## src/rtl/audio_proc_pkg.sv

```systemverilog
// Shared types and helpers for the audio block processor.
//   mode_t  : per-block sample operation (bypass / gain / mute / invert)
//   state_t : block sequencing states
//   sat_s   : clamp a wide signed value into a signed range of a given width
package audio_proc_pkg;

    typedef enum logic [1:0] {
        BYPASS = 2'b00,
        GAIN   = 2'b01,
        MUTE   = 2'b10,
        INVERT = 2'b11
    } mode_t;

    typedef enum logic [1:0] {
        IDLE    = 2'b00,
        PROCESS = 2'b01,
        DONE    = 2'b10
    } state_t;

    // Values are carried as 64-bit signed so one helper serves every sample width.
    function automatic logic signed [63:0] sat_s(input logic signed [63:0] value,
                                                 input int unsigned        width);
        logic signed [63:0] max_v;
        logic signed [63:0] min_v;
        max_v = (64'sd1 <<< (width - 1)) - 64'sd1;
        min_v = -(64'sd1 <<< (width - 1));
        if (value > max_v) begin
            return max_v;
        end else if (value < min_v) begin
            return min_v;
        end
        return value;
    endfunction

endpackage

```

## src/rtl/audio_sample_op.sv

```systemverilog
// Combinational single-sample operation.
//   sample    : signed input sample
//   gain_val  : signed gain, GAIN_FRAC fractional bits
//   mode      : operation to apply
//   result    : saturated signed result
//   saturated : result was clamped
//   magnitude : |result| as unsigned (the most negative value maps to 2^(S-1))
module audio_sample_op
    import audio_proc_pkg::*;
#(
    parameter int SAMPLE_SIZE = 16,
    parameter int GAIN_WIDTH  = 16,
    parameter int GAIN_FRAC   = 14
) (
    input  logic signed [SAMPLE_SIZE-1:0] sample,
    input  logic signed [GAIN_WIDTH-1:0]  gain_val,
    input  mode_t                         mode,
    output logic signed [SAMPLE_SIZE-1:0] result,
    output logic                          saturated,
    output logic        [SAMPLE_SIZE-1:0] magnitude
);

    logic signed [SAMPLE_SIZE+GAIN_WIDTH-1:0] product;
    logic signed [SAMPLE_SIZE+GAIN_WIDTH-1:0] scaled;
    logic signed [63:0]                       pre_sat;
    logic signed [63:0]                       post_sat;

    always_comb begin
        product = sample * gain_val;
        // Arithmetic shift floors toward minus infinity.
        scaled  = product >>> GAIN_FRAC;
        pre_sat = 64'(sample);
        unique case (mode)
            BYPASS: pre_sat = 64'(sample);
            GAIN:   pre_sat = 64'(scaled);
            MUTE:   pre_sat = '0;
            INVERT: pre_sat = -64'(sample);
        endcase
        post_sat  = sat_s(pre_sat, SAMPLE_SIZE);
        result    = post_sat[SAMPLE_SIZE-1:0];
        saturated = (post_sat != pre_sat);
        magnitude = result[SAMPLE_SIZE-1] ? SAMPLE_SIZE'(-result) : SAMPLE_SIZE'(result);
    end

endmodule

```

## src/rtl/audio_block_processor.sv

```systemverilog
// Block processor: latches one multi-channel buffer, applies the selected
// per-channel operation one sample per cycle, then publishes the block with
// peak/clip stats and a one-cycle done pulse.
//   clock, reset  : rising-edge clock, synchronous active-high reset
//   start         : block request, taken only while idle
//   mode, gain    : operation and per-channel gains, latched on accept
//   input_buffer  : flattened interleaved samples, latched on accept
//   read_buffer   : last completed block
//   busy, done    : in-flight flag and publish pulse
//   peak, clip    : max |sample| and saturation flag of last block
//
// state   | meaning
// IDLE    | waiting for start; done pulse (if any) is high here
// PROCESS | one sample per cycle into the write buffer
// DONE    | publish write buffer and stats
module audio_block_processor
    import audio_proc_pkg::*;
#(
    parameter int BUFF_SIZE   = 4,
    parameter int CHANNELS    = 2,
    parameter int SAMPLE_SIZE = 16,
    parameter int GAIN_WIDTH  = 16,
    parameter int GAIN_FRAC   = 14
) (
    input  logic                                   clock,
    input  logic                                   reset,
    input  logic                                   start,
    input  logic [1:0]                             mode,
    input  logic [CHANNELS*GAIN_WIDTH-1:0]         gain,
    input  logic [BUFF_SIZE*CHANNELS*SAMPLE_SIZE-1:0] input_buffer,
    output logic [BUFF_SIZE*CHANNELS*SAMPLE_SIZE-1:0] read_buffer,
    output logic                                   busy,
    output logic                                   done,
    output logic [SAMPLE_SIZE-1:0]                 peak,
    output logic                                   clip
);

    localparam int N  = BUFF_SIZE * CHANNELS;
    localparam int BW = N * SAMPLE_SIZE;
    localparam int GW = CHANNELS * GAIN_WIDTH;
    localparam int IW = (N > 1) ? $clog2(N) : 1;

    state_t                 state_q, state_d;
    logic [IW-1:0]          index_q, index_d;
    logic [BW-1:0]          in_buf_q, in_buf_d;
    logic [GW-1:0]          gain_q, gain_d;
    mode_t                  mode_q, mode_d;
    logic [BW-1:0]          wr_buf_q, wr_buf_d;
    logic [BW-1:0]          read_buffer_q, read_buffer_d;
    logic                   busy_q, busy_d;
    logic                   done_q, done_d;
    logic [SAMPLE_SIZE-1:0] peak_q, peak_d;
    logic [SAMPLE_SIZE-1:0] run_peak_q, run_peak_d;
    logic                   clip_q, clip_d;
    logic                   run_clip_q, run_clip_d;

    int                            ch_sel;
    logic signed [SAMPLE_SIZE-1:0] cur_sample;
    logic signed [GAIN_WIDTH-1:0]  cur_gain;
    logic signed [SAMPLE_SIZE-1:0] op_result;
    logic                          op_sat;
    logic        [SAMPLE_SIZE-1:0] op_mag;

    always_comb begin
        ch_sel     = int'(index_q) % CHANNELS;
        cur_sample = in_buf_q[index_q*SAMPLE_SIZE +: SAMPLE_SIZE];
        cur_gain   = gain_q[ch_sel*GAIN_WIDTH +: GAIN_WIDTH];
    end

    audio_sample_op #(
        .SAMPLE_SIZE (SAMPLE_SIZE),
        .GAIN_WIDTH  (GAIN_WIDTH),
        .GAIN_FRAC   (GAIN_FRAC)
    ) u_sample_op (
        .sample    (cur_sample),
        .gain_val  (cur_gain),
        .mode      (mode_q),
        .result    (op_result),
        .saturated (op_sat),
        .magnitude (op_mag)
    );

    always_comb begin
        state_d       = state_q;
        index_d       = index_q;
        in_buf_d      = in_buf_q;
        gain_d        = gain_q;
        mode_d        = mode_q;
        wr_buf_d      = wr_buf_q;
        read_buffer_d = read_buffer_q;
        busy_d        = busy_q;
        done_d        = done_q;
        peak_d        = peak_q;
        run_peak_d    = run_peak_q;
        clip_d        = clip_q;
        run_clip_d    = run_clip_q;

        unique case (state_q)
            IDLE: begin
                done_d = 1'b0;
                // Accepting here while done is high gives gap-free back-to-back blocks.
                if (start) begin
                    in_buf_d   = input_buffer;
                    gain_d     = gain;
                    mode_d     = mode_t'(mode);
                    run_peak_d = '0;
                    run_clip_d = 1'b0;
                    index_d    = '0;
                    busy_d     = 1'b1;
                    state_d    = PROCESS;
                end
            end
            PROCESS: begin
                wr_buf_d[index_q*SAMPLE_SIZE +: SAMPLE_SIZE] = op_result;
                run_peak_d = (op_mag > run_peak_q) ? op_mag : run_peak_q;
                run_clip_d = run_clip_q | op_sat;
                if (index_q == IW'(N - 1)) begin
                    index_d = '0;
                    state_d = DONE;
                end else begin
                    index_d = index_q + IW'(1);
                end
            end
            DONE: begin
                read_buffer_d = wr_buf_q;
                peak_d        = run_peak_q;
                clip_d        = run_clip_q;
                done_d        = 1'b1;
                busy_d        = 1'b0;
                state_d       = IDLE;
            end
            default: state_d = IDLE;
        endcase
    end

    always_ff @(posedge clock) begin
        if (reset) begin
            state_q       <= IDLE;
            index_q       <= '0;
            in_buf_q      <= '0;
            gain_q        <= '0;
            mode_q        <= BYPASS;
            wr_buf_q      <= '0;
            read_buffer_q <= '0;
            busy_q        <= 1'b0;
            done_q        <= 1'b0;
            peak_q        <= '0;
            run_peak_q    <= '0;
            clip_q        <= 1'b0;
            run_clip_q    <= 1'b0;
        end else begin
            state_q       <= state_d;
            index_q       <= index_d;
            in_buf_q      <= in_buf_d;
            gain_q        <= gain_d;
            mode_q        <= mode_d;
            wr_buf_q      <= wr_buf_d;
            read_buffer_q <= read_buffer_d;
            busy_q        <= busy_d;
            done_q        <= done_d;
            peak_q        <= peak_d;
            run_peak_q    <= run_peak_d;
            clip_q        <= clip_d;
            run_clip_q    <= run_clip_d;
        end
    end

    assign read_buffer = read_buffer_q;
    assign busy        = busy_q;
    assign done        = done_q;
    assign peak        = peak_q;
    assign clip        = clip_q;

endmodule

```

## config.mk

```make
export PLATFORM = sky130hd
export DESIGN_NAME = audio_block_processor
export DESIGN_NICKNAME = d
export VERILOG_FILES = /design/src/rtl/audio_proc_pkg.sv /design/src/rtl/audio_sample_op.sv /design/src/rtl/audio_block_processor.sv
export SDC_FILE = /design/constraint.sdc
export NUM_CORES = 2
export LEC_CHECK = 0
export BUFFER_PORTS_ARGS = -buffer_cell sky130_fd_sc_hd__buf_2
export CORE_MARGIN = 4
export CORE_UTILIZATION = 63
export CTS_CLUSTER_SIZE = 10
export DETAILED_ROUTE_END_ITERATION = 6
export GPL_TIMING_DRIVEN = 0
export PLACE_DENSITY_LB_ADDON = 0.05
export RECOVER_POWER = 100
export SETUP_SLACK_MARGIN = 0.2
export SLEW_MARGIN = 15
export SYNTH_ARGS = -nofsm -noshare
export SYNTH_HDL_FRONTEND = slang
export SYNTH_SLANG_ARGS = --single-unit
```

## constraint.sdc

```tcl
create_clock -name clock -period 24.3 [get_ports clock]
set_input_delay 2.43 -clock clock [delete_from_list [all_inputs] [get_ports clock]]
set_output_delay 2.43 -clock clock [all_outputs]
set_load 0.005 [all_outputs]
```

After elaboration in Yosys (flattened, before gate mapping)
Cells that the tools add are included.
{ "op_classes": {"add_sub_neg": 4, "mul": 1, "div_mod_pow": 0, "order_cmp": 3, "eq_ne": 10, "shift": 4, "muxes": 22, "n_bitwise": 1, "n_reduce_logical": 9} }
{ "op_table": {"columns": ["operator", "count"], "rows": [
  ["case mux 64 bit (4 select lines)", 1],
  ["2-to-1 mux 64 bit", 3],
  ["bitwise mux 128 bit", 1],
  ["variable shift 16 x 34 -> 128 bit, first input constant", 1],
  ["indexed part select 128 x 8 -> 16 bit", 1],
  ["indexed part select 16 x 34 -> 128 bit", 1],
  ["greater-than comparator 64 x 16 -> 1 bit, second input constant", 1],
  ["< comparator 64 x 16 -> 1 bit, second input constant", 1],
  ["inequality test 64 bit", 1],
  ["negator 16 -> 64 bit", 1],
  ["2-to-1 mux 16 bit", 3],
  ["negator 7 -> 34 bit", 1],
  ["multiplier 16 x 16 -> 32 bit", 1],
  ["case mux 16 bit (2 select lines)", 1],
  ["indexed part select 32 x 6 -> 16 bit", 1],
  ["greater-than comparator 16 bit", 1],
  ["negator 16 bit", 1],
  ["AND reduction 2 bit", 4],
  ["== test 2 bit, second input constant", 3],
  ["2-to-1 mux 3 bit", 2],
  ["inequality test 2 bit, second input constant", 3],
  ["case mux 1 bit (2 select lines)", 3],
  ["case mux 3 bit (2 select lines)", 1],
  ["== test 2 x 1 -> 1 bit, second input constant", 2],
  ["9 further kinds", 15]
]} }
{ "word_totals": {"regBits": 459, "latch_bits": 0, "mem_bits_rw": 0, "rom_bits": 0, "input_bits": 165, "out_inout_bits": 147, "elab_cells": 67, "n_memories": 0} }

Depth between registers and ports, before layout
{ "depth": {"word_depth": 12, "depth_mapped": 52, "ltp_nobuf": 44} }

Cells and area by module
A second synthesis with hierarchy kept.
{ "unflattened": {"cells_unflattened": 3651, "hier_area_um2": 29861.1} }
{ "by_module_without_submodules": {"columns": ["module", "instances", "cells_each", "area_per_inst_um2", "seq_area_each_um2"], "rows": [
  ["audio_block_processor", 1, 2214, 17802.1, 9188.8],
  ["audio_sample_op", 1, 1437, 12059.1, 0.0]
]} }

Worst setup path before layout
No wires, ideal clock.
{ "synth_timing": {"path_type": "flip-flop to flip-flop", "start": "register index_q[0]", "end": "register run_peak_q[10]", "setup_ns": 0.060, "arrival_time_ns": 11.996, "required_time_ns": 24.240, "setup_slack_ns": 12.245, "path_stages_with_launch": 47, "n_path_buf": 9, "period_less_slack_ns": 12.055, "cell_sequence": "dfxtp_1 > buf_6 > buf_6 > buf_4 > buf_2 > clkbuf_1 > clkbuf_1 > mux2_2 > nand2_1 > fa_1 > fa_1 > fa_1 > inv_1 > fa_1 > fa_1 > inv_1 > fa_1 > inv_1 > [11 not listed] > inv_1 > ha_1 > clkbuf_1 > nor2_1 > a221oi_1 > ha_1 > o21a_1 > o21a_1 > o21a_1 > o21a_1 > o21ai_0 > nand2b_1 > a21oi_1 > or2_2 > a211oi_1 > nor2b_1 > clkbuf_1 > a22o_1"} }
{ "synth_via": {"elab_chain_len": 12, "elab_cells_between_ends": 18, "classes_between": "add/sub: 2; mul: 1; order compare: 3; eq/ne: 1; shift: 2; mux: 8; reduce/logical: 1"} }
{ "synth_lines": {"columns": ["item", "line_no", "rtl"], "rows": [
  ["start: declaration", "audio_block_processor.sv:44", "logic [IW-1:0] index_q, index_d;"],
  ["start signal: assignment", "audio_block_processor.sv:153", "index_q <= index_d;"],
  ["indexed part select 128 x 8 -> 16 bit / indexed part select 32 x 6 -> 16 bit (equally long branches)", "audio_block_processor.sv:66, audio_block_processor.sv:67", null],
  ["multiplier 16 x 16 -> 32 bit / negator 16 -> 64 bit (equally long branches)", "audio_sample_op.sv:29, audio_sample_op.sv:37", null],
  ["case mux 64 bit (4 select lines) (*)", "audio_sample_op.sv:33", "unique case (mode)"],
  ["< comparator 64 x 16 -> 1 bit", "audio_proc_pkg.sv:29", "end else if (value < min_v) begin"],
  ["2-to-1 mux 1 bit", "audio_proc_pkg.sv:29", null],
  ["2-to-1 mux 1 bit", "audio_proc_pkg.sv:27", "if (value > max_v) begin"],
  ["2-to-1 mux 64 bit (*)", "audio_proc_pkg.sv:32", "return value;"],
  ["negator 16 bit", "audio_sample_op.sv:42", "magnitude = result[SAMPLE_SIZE-1] ? SAMPLE_SIZE'(-result) : SAMPLE_SIZE'(result);"],
  ["2-to-1 mux 16 bit (*)", "audio_sample_op.sv:42", null],
  ["greater-than comparator 16 bit", "audio_block_processor.sv:115", "run_peak_d = (op_mag > run_peak_q) ? op_mag : run_peak_q;"],
  ["inequality test 2 bit (no source line)", null, null],
  ["AND reduction 3 bit (no source line)", null, null],
  ["end signal: assignment", "audio_block_processor.sv:162", "run_peak_q <= run_peak_d;"],
  ["end: declaration", "audio_block_processor.sv:53", "logic [SAMPLE_SIZE-1:0] run_peak_q, run_peak_d;"]
]} }
Mark *: on every way between the ends. The rest lies on a longest branch, timed or not. The select of a mux whose other input is x is not followed.
A chain may end at the register's enable or synchronous reset.

Worst setup path in the final report
{ "layout_timing": {"start": "register index_q[0]", "end": "register run_peak_q[1]"} }
Same word-level chain as after synthesis.

==> metrics.csv <==
metric;value;unit
status;finished clean;
P per Cell Area;62.0;nW/µm²
Max stage delay on crit path;0.91;ns
top cells by area, synth;dfxtp_1, fa_1, nand2_1, a21oi_1, ha_1;
CTS tree;yes;
Setup Buffers After CTS;0;
die area;50800;µm²
first drt pass iteration count;6;
clk_lat worst skew;0.63;ns
DR WL/cell;20.7;µm
peak supply drop;0.0622;mV
clk root buf;clkbuf_16;
Syn Nets;4234;
drt drc;0;
WL final;96400;µm
Initial Util;0.638;
TritonCTS Buffers;52;
HP Start;wr_buf_q[38];
synthesized instance count;3688;
Avg Cell Area, Syn;8.07;µm²
critical path class;reg -> reg;
PnR Total Power;2.07;mW
cell accounting for the most synthesized area;dfxtp_1;
ys async rst share;0;
Die H;225;µm
Chip Width;225;µm
setup TNS;0;ns
clk_skew;0.0601;ns
unrepaired setup endpoints after global routing;false;
Area Growth Syn to Fin;12.1;%
final setup violation count;0;
FF+latch count, synth;459;
critical path's slowest cell;clkbuf_1;
Final Util;0.715;
first-pass GRT wire length;148000;µm
Iteration-0 DRC Markers;3067;
Reg2Reg Setup Slack;6.72;ns
Final Instance Area;33400;µm²
Critical Path RT;24.85;ns
GPL Wtd Cong;0.983;
register area share after synthesis;0.309;
R2R depth;44;
H-tree depth;2;
Most Frequent Cell on Critical Path;clkbuf_1;
Min Hold Slack;0.429;ns
GR Overflow Total;0;
Hold Path End;read_buffer[38];
GRT Total Usage;0.375;
post-cts resize count;0;
Final ANT Viol Nets;0;
Core ar.;46700;µm²
Buf/Inv on CP;15;
post-cts hold buffer count;0;
clock sink count;459;
row cnt;79;
Final Hold Fails;0;
EDFF count, synth;0;
deepest clock path buffer count;3;
Synth Cell Area;29800;µm²
WHS Path Cells;2;
max cap viols;0;
RR Startpoint;index_q[0];
CP Launch Type;flip-flop;
initial antenna violation count;2;
ys flop type;dfxtp_1;
Slew headroom;0.0903;
Setup crit end kind;flip-flop;
P_leak;13.7;nW
Clock Pin Slew Worst Setup and Hold Paths;0.06;ns
critical path peak fanout;10;
Placed Area;32100;µm²
yosys warns;0;
Critical Path AT;18.13;ns
worst-margin pin slew;1.33;ns
post-synth cell types;88;
Period Utilization, post-route;0.724;
r2r endpoint;run_peak_q[1];
DR vias;27690;
vias per cell;5.93;
Yosys top cell area share;0.309;
Top-Level Pins;312;
PortBufs;310;
post-layout min period;17.58;ns
vias in the first global route;26561;
Post-layout nets;4599;
fraction of layout cells with a size suffix above 1;0.0895;
DPL Wire Length;75100;µm
fin. max-slew vios;0;
delay-heaviest family, CP;buffers and inverters;
Hold Path Class;reg -> reg;
FMAX;56.9;MHz
pin count of the biggest net entering global routing;26;
[sequential cells by signal, indices dropped and copies added (netlist names)]
| signal | flops |
|---|---|
| busy | 1 |
| run_peak_q | 16 |
| mode_q | 2 |
| state_q | 2 |
| gain_q | 32 |
| done | 1 |
| wr_buf_q | 128 |
| run_clip_q | 1 |
| clip | 1 |
| read_buffer | 128 |
| index_q | 3 |
| peak | 16 |
| in_buf_q | 128 |
[through the flow]
stage | setup WS [ns] | std cells
after floorplan | 12.24 | 3688
after global placement | 9.06 | 4605
after detailed placement | 8.99 | 4606
after CTS | 8.90 | 4665
after global routing | 5.81 | 4665
final | 6.72 | 4667
[Yosys cell counts (5+ instances only)]
| cell type | number |
|---|---|
| and2_0 | 7 |
| nand2_1 | 970 |
| a32oi_1 | 5 |
| clkinv_1 | 6 |
| or4_1 | 9 |
| buf_2 | 14 |
| o22ai_1 | 6 |
| mux2i_1 | 43 |
| o21ai_0 | 26 |
| clkbuf_1 | 192 |
| nor2b_1 | 15 |
| a22o_1 | 12 |
| nor4_1 | 15 |
| xnor2_1 | 18 |
| nand4_1 | 30 |
| a22oi_1 | 6 |
| mux2_2 | 22 |
| buf_1 | 14 |
| fa_1 | 261 |
| o211ai_1 | 8 |
| inv_1 | 350 |
| nand3_1 | 63 |
| and2_1 | 24 |
| nor2_1 | 248 |
| a31oi_1 | 9 |
| a21oi_1 | 464 |
| and3_1 | 8 |
| dfxtp_1 | 459 |
| a21o_1 | 9 |
| nor3b_1 | 5 |
| nand2b_1 | 18 |
| a211oi_1 | 31 |
| nor3_1 | 33 |
| or2_2 | 6 |
| o21a_1 | 11 |
| ha_1 | 120 |
| or3_1 | 20 |
| mux4_2 | 28 |
| o31ai_1 | 5 |
| a221oi_1 | 5 |
[tightest hold or removal path, stage by stage (launching register included)]
cell	delay, ns
dfxtp_1	0.31
nand2_1	0.05
a21oi_1	0.05
[worst max-delay path by stage]
stage | startpoint | end | cells past startpoint
after global placement | index_q[0] | run_peak_q[1] | 44
after floorplan | index_q[0] | run_peak_q[10] | 46
final | index_q[0] | run_peak_q[1] | 44
after CTS | index_q[0] | run_peak_q[1] | 44
after detailed placement | index_q[0] | run_peak_q[1] | 44
after global routing | index_q[0] | run_peak_q[1] | 46
[layer usage]
metal / track usage / share of wire / wire [µm] / up-vias
li1: - / - / - / 12726
met4: 0.131 / 0.040 / 3850 / 2
met3: 0.0955 / 0.12 / 11600 / 265
met5: 0 / 0.00021 / 20 / -
met2: 0.570 / 0.43 / 41600 / 1500
met1: 0.526 / 0.41 / 39300 / 13197
[where the power goes]
| part | leakage, nW | total (mW) | internal [mW] | switching [mW] |
|---|---|---|---|---|
| Clock | 0.681 | 0.688 | 0.383 | 0.305 |
| Combinational | 9.32 | 0.587 | 0.195 | 0.393 |
| Sequential | 3.72 | 0.793 | 0.777 | 0.0161 |
[cells by family (layout without fill, tap and decap cells)]
family	after synthesis	count (layout)	share of synthesized area
AOI/OAI and AO/OA	657	657	0.129
DFF	459	459	0.309
adders and majority gates	381	381	0.226
muxes	98	98	0.0461
and+or+nand+nor	1492	1492	0.210
other	0	2	0
buffers and inverters	581	951	0.0745
xor gates and xnor gates	20	20	0.00589
[layout make-up]
cell class                 instances  area [µm²]
fill                            3974       13300
sequential                       459        9190
timing repair buffer             311        1440
multi-input combinational       2648       18400
inverter                         358        1340
antenna                            2        5.00
tap                              607         759
clock inverter                     5        81.3
clock buffer                      54        1320
buffer                           223         850
[layout by cell type (no fill, tap or decap), types with 33 or more instances in the layout]
master | Yosys | layout
nand2_1 | 970 | 970
a21oi_1 | 464 | 464
dfxtp_1 | 459 | 459
inv_1 | 350 | 350
clkbuf_1 | 192 | 293
fa_1 | 261 | 261
nor2_1 | 248 | 248
buf_2 | 14 | 227
ha_1 | 120 | 120
nand3_1 | 63 | 63
clkbuf_16 | 0 | 52
mux2i_1 | 43 | 42
nor3_1 | 33 | 33
Power figures use the tool's default switching activity.
